**config.mk**
```make
export PLATFORM = sky130hd
export DESIGN_NAME = lsf_peak_select
export DESIGN_NICKNAME = d
export VERILOG_FILES = /design/src/rtl/lsf_pkg.sv /design/src/rtl/lsf_peak_compare.sv /design/src/rtl/lsf_peak_select.sv
export SDC_FILE = /design/constraint.sdc
export NUM_CORES = 1
export LEC_CHECK = 0
export BUFFER_PORTS_ARGS = -buffer_cell sky130_fd_sc_hd__buf_2
export CAP_MARGIN = 20
export CORE_MARGIN = 4
export CORE_UTILIZATION = 51
export CTS_CLUSTER_SIZE = 10
export DETAILED_ROUTE_END_ITERATION = 7
export PLACE_DENSITY = 0.86
export REMOVE_ABC_BUFFERS = 1
export SYNTH_ARGS = -nofsm -noshare
export SYNTH_HDL_FRONTEND = slang
export SYNTH_SLANG_ARGS = --single-unit
```
**constraint.sdc**
```tcl
create_clock -name clk -period 2.75 [get_ports clk]
set_input_delay 0.275 -clock clk [delete_from_list [all_inputs] [get_ports clk]]
set_output_delay 0.275 -clock clk [all_outputs]
set_load 0.05 [all_outputs]
```
**src/rtl/lsf_pkg.sv**
```systemverilog
// Shared widths, record types and FSM encoding for the LSF peak selector.
// Optional runner-up tracking is enabled by defining LSF_SECOND_PEAK_EN.
package lsf_pkg;

  localparam int NTHETA         = 16;
  localparam int W_bin_number_a = 7;
  localparam int W_count        = 4;
  localparam int W_theta        = $clog2(NTHETA);
  localparam int MIN_COUNT      = 3;
  localparam int W_peak         = W_theta + W_bin_number_a + W_count;

  typedef struct packed {
    logic [W_bin_number_a-1:0] rbin;
    logic [W_count-1:0]        count;
  } lane_max_t;

  // Field order matches the {theta, rbin, count} layout of peak_TDATA.
  typedef struct packed {
    logic [W_theta-1:0]        theta;
    logic [W_bin_number_a-1:0] rbin;
    logic [W_count-1:0]        count;
  } peak_t;

  typedef enum logic [1:0] {
    ST_ACCUM = 2'd0,
    ST_SCAN  = 2'd1,
    ST_OUT   = 2'd2
  } state_e;

endpackage

```
**src/rtl/lsf_peak_compare.sv**
```systemverilog
// Combinational best-vs-candidate select; the candidate wins only on a strictly
// larger count so the incumbent (lower theta / earlier rbin) keeps ties.
module lsf_peak_compare
  import lsf_pkg::*;
(
  input  peak_t incumbent,
  input  peak_t candidate,
  output logic  take,
  output peak_t winner
);

  assign take   = (candidate.count > incumbent.count);
  assign winner = take ? candidate : incumbent;

endmodule

```
**src/rtl/lsf_peak_select.sv**
```systemverilog
// Collects per-lane local maxima during an event, then scans lanes one per cycle
// and presents the best peak on a valid/ready output. Define LSF_SECOND_PEAK_EN
// to also report the runner-up from a different theta lane.
module lsf_peak_select
  import lsf_pkg::*;
(
  input  logic                             clk,
  input  logic                             rst_n,
  input  logic                             hist_reset,
  input  logic [NTHETA*W_bin_number_a-1:0] lane_rbin,
  input  logic [NTHETA*W_count-1:0]        lane_count,
  input  logic [NTHETA-1:0]                lane_vld,
  input  logic                             event_end,
  output logic [W_peak-1:0]                peak_TDATA,
  output logic                             peak_TVALID,
  input  logic                             peak_TREADY,
  output logic                             peak_found,
`ifdef LSF_SECOND_PEAK_EN
  output logic [W_peak-1:0]                peak2_TDATA,
  output logic                             peak2_found,
`endif
  output logic                             busy
);

  state_e             state_q, state_d;
  logic [W_theta-1:0] k_q, k_d;
  lane_max_t          lane_q [NTHETA];
  lane_max_t          lane_d [NTHETA];
  peak_t              best_q, best_d;
  peak_t              cand;
  peak_t              best_win;
  logic               best_take;
  logic               out_fire;
  logic               flush;

  assign out_fire = (state_q == ST_OUT) && peak_TREADY;
  // Both an accepted result and an event abort start the next event from scratch.
  assign flush    = hist_reset || out_fire;
  assign cand     = {k_q, lane_q[k_q]};

  always_ff @(posedge clk) begin
    if (!rst_n) begin
      state_q <= ST_ACCUM;
    end else begin
      state_q <= state_d;
    end
  end

  always_comb begin
    state_d = state_q;
    if (hist_reset) begin
      state_d = ST_ACCUM;
    end else begin
      case (state_q)
        ST_ACCUM: if (event_end) state_d = ST_SCAN;
        ST_SCAN:  if (k_q == W_theta'(NTHETA - 1)) state_d = ST_OUT;
        ST_OUT:   if (peak_TREADY) state_d = ST_ACCUM;
        default:  state_d = ST_ACCUM;
      endcase
    end
  end

  always_comb begin
    peak_TVALID = (state_q == ST_OUT);
    peak_TDATA  = peak_TVALID ? best_q : '0;
    peak_found  = peak_TVALID && (best_q.count >= W_count'(MIN_COUNT));
    busy        = (state_q != ST_ACCUM);
  end

  always_comb begin
    k_d = '0;
    if ((state_q == ST_SCAN) && !hist_reset) begin
      k_d = k_q + W_theta'(1);
    end
  end

  always_comb begin
    for (int i = 0; i < NTHETA; i++) begin
      lane_d[i] = lane_q[i];
      if (flush) begin
        lane_d[i] = '0;
      end else if ((state_q == ST_ACCUM) && lane_vld[i] &&
                   (lane_count[i*W_count +: W_count] > lane_q[i].count)) begin
        lane_d[i].rbin  = lane_rbin[i*W_bin_number_a +: W_bin_number_a];
        lane_d[i].count = lane_count[i*W_count +: W_count];
      end
    end
  end

  lsf_peak_compare u_best_cmp (
    .incumbent (best_q),
    .candidate (cand),
    .take      (best_take),
    .winner    (best_win)
  );

  always_comb begin
    best_d = best_q;
    if (flush) begin
      best_d = '0;
    end else if ((state_q == ST_SCAN) && best_take) begin
      best_d = best_win;
    end
  end

  always_ff @(posedge clk) begin
    if (!rst_n) begin
      k_q    <= '0;
      best_q <= '0;
      for (int i = 0; i < NTHETA; i++) begin
        lane_q[i] <= '0;
      end
    end else begin
      k_q    <= k_d;
      best_q <= best_d;
      for (int i = 0; i < NTHETA; i++) begin
        lane_q[i] <= lane_d[i];
      end
    end
  end

`ifdef LSF_SECOND_PEAK_EN
  peak_t second_q, second_d;
  peak_t second_win;
  logic  second_take;

  lsf_peak_compare u_second_cmp (
    .incumbent (second_q),
    .candidate (cand),
    .take      (second_take),
    .winner    (second_win)
  );

  // A displaced best always comes from an earlier lane, so it becomes the runner-up.
  always_comb begin
    second_d = second_q;
    if (flush) begin
      second_d = '0;
    end else if (state_q == ST_SCAN) begin
      if (best_take) begin
        second_d = best_q;
      end else if (second_take) begin
        second_d = second_win;
      end
    end
  end

  always_ff @(posedge clk) begin
    if (!rst_n) begin
      second_q <= '0;
    end else begin
      second_q <= second_d;
    end
  end

  always_comb begin
    peak2_TDATA = peak_TVALID ? second_q : '0;
    peak2_found = peak_TVALID && (second_q.count >= W_count'(MIN_COUNT));
  end
`endif

endmodule

```
Word level (Yosys, flattened, before mapping)
Memories as Yosys holds them, arrays and structs flattened. A register that Yosys moved wholly into a read port is not among the register bits.
Cells that the tools add are included.
{"block": "op_classes", "add_sub_neg": 1, "order_cmp": 18, "eq_ne": 6, "mux": 56, "n_bitwise": 17, "reduce_logical": 45}
{"cell": "11-bit 2-to-1 mux", "n": 48}
{"cell": "4-bit > comparator", "n": 17}
{"cell": "1-bit logical AND", "n": 36}
{"cell": "1-bit bitwise OR", "n": 16}
{"cell": "15-bit 2-to-1 mux", "n": 1}
{"cell": "2-bit 2-to-1 mux", "n": 3}
{"cell": "2-bit case mux with 3 select lines", "n": 1}
{"cell": "4-bit by 1-bit adder with 4-bit output, second input constant", "n": 1}
{"cell": "4-bit equality test, second input constant", "n": 1}
{"cell": "4-bit by 2-bit greater-or-equal comparator with 1-bit output, second input constant", "n": 1}
{"cell": "4-bit 2-to-1 mux", "n": 1}
{"cell": "2-bit != test, second input constant", "n": 2}
{"cell": "2-bit AND reduction", "n": 2}
{"cell": "2-bit OR reduction", "n": 2}
{"cell": "3-bit AND reduction", "n": 1}
{"cell": "2-bit by 1-bit equality test with 1-bit output, second input constant", "n": 1}
{"cell": "2-bit equality test, second input constant", "n": 1}
{"cell": "2-bit logical NOT", "n": 1}
{"cell": "1-bit 2-to-1 mux", "n": 2}
{"cell": "2-bit by 1-bit != test with 1-bit output, second input constant", "n": 1}
{"cell": "2-bit nonzero test", "n": 1}
{"cell": "1-bit logical NOT", "n": 1}
{"cell": "1-bit logical OR", "n": 1}
{"cell": "1-bit inverter", "n": 1}
{"block": "totals", "register_bits": 21, "mem_bits_rw": 176, "memories": 1}
{"name": "lane_q", "depth": 16, "word_bits": 11, "rd": 17, "rd_ports_with_merged_regs": 1, "wr": 16, "line": "lsf_peak_select.sv:27", "rtl": "lane_max_t lane_q [NTHETA];"}

Longest topological paths before layout
{"block": "logic_depth", "ltp_word": 6, "depth_mapped": 13}

By module
From an unflattened synthesis, not the netlist that was laid out.
{"block": "unflattened", "cells_unflattened": 1085, "hier_area_um2": 10887.9}
{"module": "lsf_peak_select", "n_inst": 1, "cells_per_inst": 1056, "area_per_inst_um2": 10542.6, "seq_area_each_um2": 3943.8}
{"module": "lsf_peak_compare", "n_inst": 1, "cells_per_inst": 29, "area_per_inst_um2": 345.3, "seq_area_each_um2": 0.0}

Least setup slack after synthesis
OpenSTA, ideal clock, no wires.
{"block": "synth_timing", "path_type": "register -> register", "from": "reg k_q[1] (netlist name)", "to": "reg best_q[1] in the netlist's numbering", "setup_time_ns": 0.087, "arrival_ns": 2.612, "required_time_ns": 2.663, "setup_slack_ns": 0.051, "stages_incl_launch_ff": 13, "period_less_slack_ns": 2.699, "cell_sequence": "dfxtp_1 buf_6 buf_12 mux4_2 a22oi_2 nand3_2 ha_1 nor2b_1 o211ai_1 a21oi_2 buf_2 nand3_1 o31ai_1"}
{"item": "to (signal assigned)", "line": "lsf_peak_select.sv:115", "rtl": "best_q <= best_d;"}
{"item": "to (decl)", "line": "lsf_peak_select.sv:29", "rtl": "peak_t best_q, best_d;"}

==> impl_metrics.yaml <==
run_status:
  outcome: "finished, violations left"
  violations: "setup timing"
sta:
  fin_skew_ps: 13.4
  relSlewSlack: 0.302
  max_freq_mhz: 359
  rsz0062_at_grt: "yes"
  slew_viol_final: 0
  min_period_ps: 2790
  finalSetupViolations: 2
  fin_crit_sh: 1.01
  worst_pin_slew_ps: 1050
  finalHoldViolations: 0
  postLayoutSetupSlackWorst_ps: -35.9
route:
  detail-route-antenna-nets: 0
  drt_wl_total_microns: 30500
  route.vias.total: 9390
  route.detailed.drc: 0
  first_iter_violations: 827
  routedWlPerCell_microns: 18.0
  viasPerCell: 5.53
  firstDrtPassIters: 5
logic_synthesis:
  syn_inst: 1210
  synth_warnings: 0
  synthMuxAreaShare: 0.257
  yosysTopAreaCell: "dfxtp_1"
  synth_area_leaders: "dfxtp_1, mux2i_1, nand2_1"
  synthAdderAreaFrac: 0.0785
  yosys.area_share.simple: 0.181
  ys_seq_area_frac: 0.359
  synthXorXnorAreaFrac: 0.00159
  synth_common_cells: "nand2_1, dfxtp_1, mux2i_1"
  synth_top_family_by_area: "multiplexers"
  synth-compound-area-share: 0.0555
  synthArstFlopShare: 0
  synth_edf_count: 0
  synth_area_per_cell_sq_um: 9.08
  synth_cell_types: 39
  synth.most_common_cell: "nand2_1"
  synth_seq_cells: 197
  synth_top_area_share: 0.359
  synth_ff_type: "dfxtp_1"
  synth_area_sq_um: 11000
clock_network:
  cts_hold_buf: 0
  cts_tree: "done"
  cts_made_buffers: 17
  clock-sinks: 197
  cts_buffer_depth: 2
  clk_pin_slew_ps: 80
  cts_root_buf: "clkbuf_16"
  htreeDepth: 4
  clk_latency_ps: 460
layout:
  drive_gt1_frac: 0.244
  post-route-cell-area_sq_um: 13000
  synthToLayoutAreaGrowth_pct: 18.2
  fin_util: 0.616
  final_nets: 1673
floorplanning:
  die_y_microns: 155
  rows: 53
  ioPinCount: 215
  die_w_microns: 155
  dieArea_sq_um: 24000
  fp.coreArea_sq_um: 21100
  start_util: 0.521
global_route:
  grt_pass1_wl_microns: 47400
  grt.overflow.total: 0
  grt_util_all_layers: 0.250
  antenna_found_initial: 1
  grt_pass1_vias: 9250
  grt_start_max_net_pins: 98
setup_path:
  reg2reg_depth: 11
  critical_path_class: "flop to flop"
  start_kind: "flop"
  cp-end-kind: "flop"
  r2r_end: "best_q[14]"
  timing.rr.start: "k_q[1]"
  arrival_ps: 3120
  crit_fanout: 7
  regToRegSetupSlack_ps: -40
  required_ps: 3080
run:
  maxCapViolations: 0
min_path:
  hold_depth: 3
  hold_end: "lane_q[15][5]"
  min_from: "lane_rbin[106]"
  hold_class: "primary input to flop"
pwr:
  total_power_w: 0.00648
  vdd_drop_max_v: 0.000327
  power_density_nw_per_um2: 499
  leakagePower_nw: 5.44
placement:
  placed_cell_area_sq_um: 12300
  finalWeightedCongestion: 0.914
  portBuffers: 214
  post-dp-hpwl_microns: 23300
## power by group
| group | switching [W] | internal (W) | leakage, nW |
|---|---|---|---|
| clock network | 0.00121 | 0.00139 | 0.291 |
| logic | 0.000482 | 0.000414 | 3.55 |
| registers | 0.0000552 | 0.00293 | 1.60 |
## how the worst max path moves through the flow
stage / from / to / slack (ps)
floorplan: state_q[0] / best_q[0] / -13710
global placement: k_q[1] / best_q[12] / 30
detailed placement: k_q[1] / best_q[13] / -20
CTS: k_q[1] / best_q[13] / 30
global route: k_q[1] / best_q[14] / -140
finish: k_q[1] / best_q[14] / -40
## cell type report
type | instances | area [sq um]
Fill cell | 1708 | 8090
Multi-Input combinational cell | 854 | 6340
Sequential cell | 197 | 3950
Timing Repair Buffer | 252 | 1430
Clock buffer | 18 | 439
Tap cell | 275 | 344
Inverter | 85 | 319
Clock inverter | 14 | 161
Antenna cell | 2 | 5.00
## stage by stage
step                instances  setup TNS, ps  hold WS (ps)  setup WS (ps)
global route             1695          -1020          58.5           -135
CTS                      1694              0          43.7           30.7
floorplan                1136       -2138090           413         -13710
finish                   1697          -36.5          55.3          -35.9
detailed placement       1662          -24.3           447          -17.3
global placement         1662              0           439           26.2
## cell usage in the layout, fill, tap and decap left out, drive strengths merged, types with 2 or more instances in the layout
cell type and n:
and2 16, o21ai 16, a22o 14, o21a 16, clkbuf 18, nor2b 22, a21oi 20, diode 2
nand2 366, o22ai 8, nand4 17, bufinv 2, o31ai 3, mux2i 180, dfxtp 197, clkinv 3
and3 2, inv 92, nand3 28, nor2 20, a22oi 4, mux4 44, buf 252, ha 69
clkinvlp 2
## flip-flops by register name, summed over array words and instances (netlist names)
register / flops
lane_q: 176
best_q: 15
k_q: 4
state_q: 2
## what timing repair did
item / CTS / global route
buffers inserted: 0 / 1
resized for setup: 1 / 8
cloned: 0 / 0
endpoints found under the setup margin: 6 / 15
pin swaps: 0 / 4
## kinds of logic after synthesis
| group | count (synthesis) |
|---|---|
| fa+ha+maj | 69 |
| compound gates | 85 |
| buf+inv | 159 |
| simple gates | 474 |
| flops | 197 |
| mux | 224 |
| xor+xnor | 2 |
## per-layer routing
metal,routed length (microns),up-vias,share of wire,global-route usage
li1,-,4490,-,-
met1,12500,4437,0.41,0.321
met2,14500,390,0.48,0.416
met3,2430,73,0.080,0.0512
met4,1010,0,0.033,0.0963
met5,0,-,0,0
## worst max-delay path, cell delays in order, from the launching register on
cell,delay (ps)
dfxtp_4,420
buf_6,140
mux4_2,520
a22oi_2,230
nand3_2,140
ha_4,280
nor2b_4,120
o211ai_1,110
a21oi_2,260
buf_6,160
mux2i_1,210
nor2_1,60
Note: power is estimated with default switching activity, not from simulation.
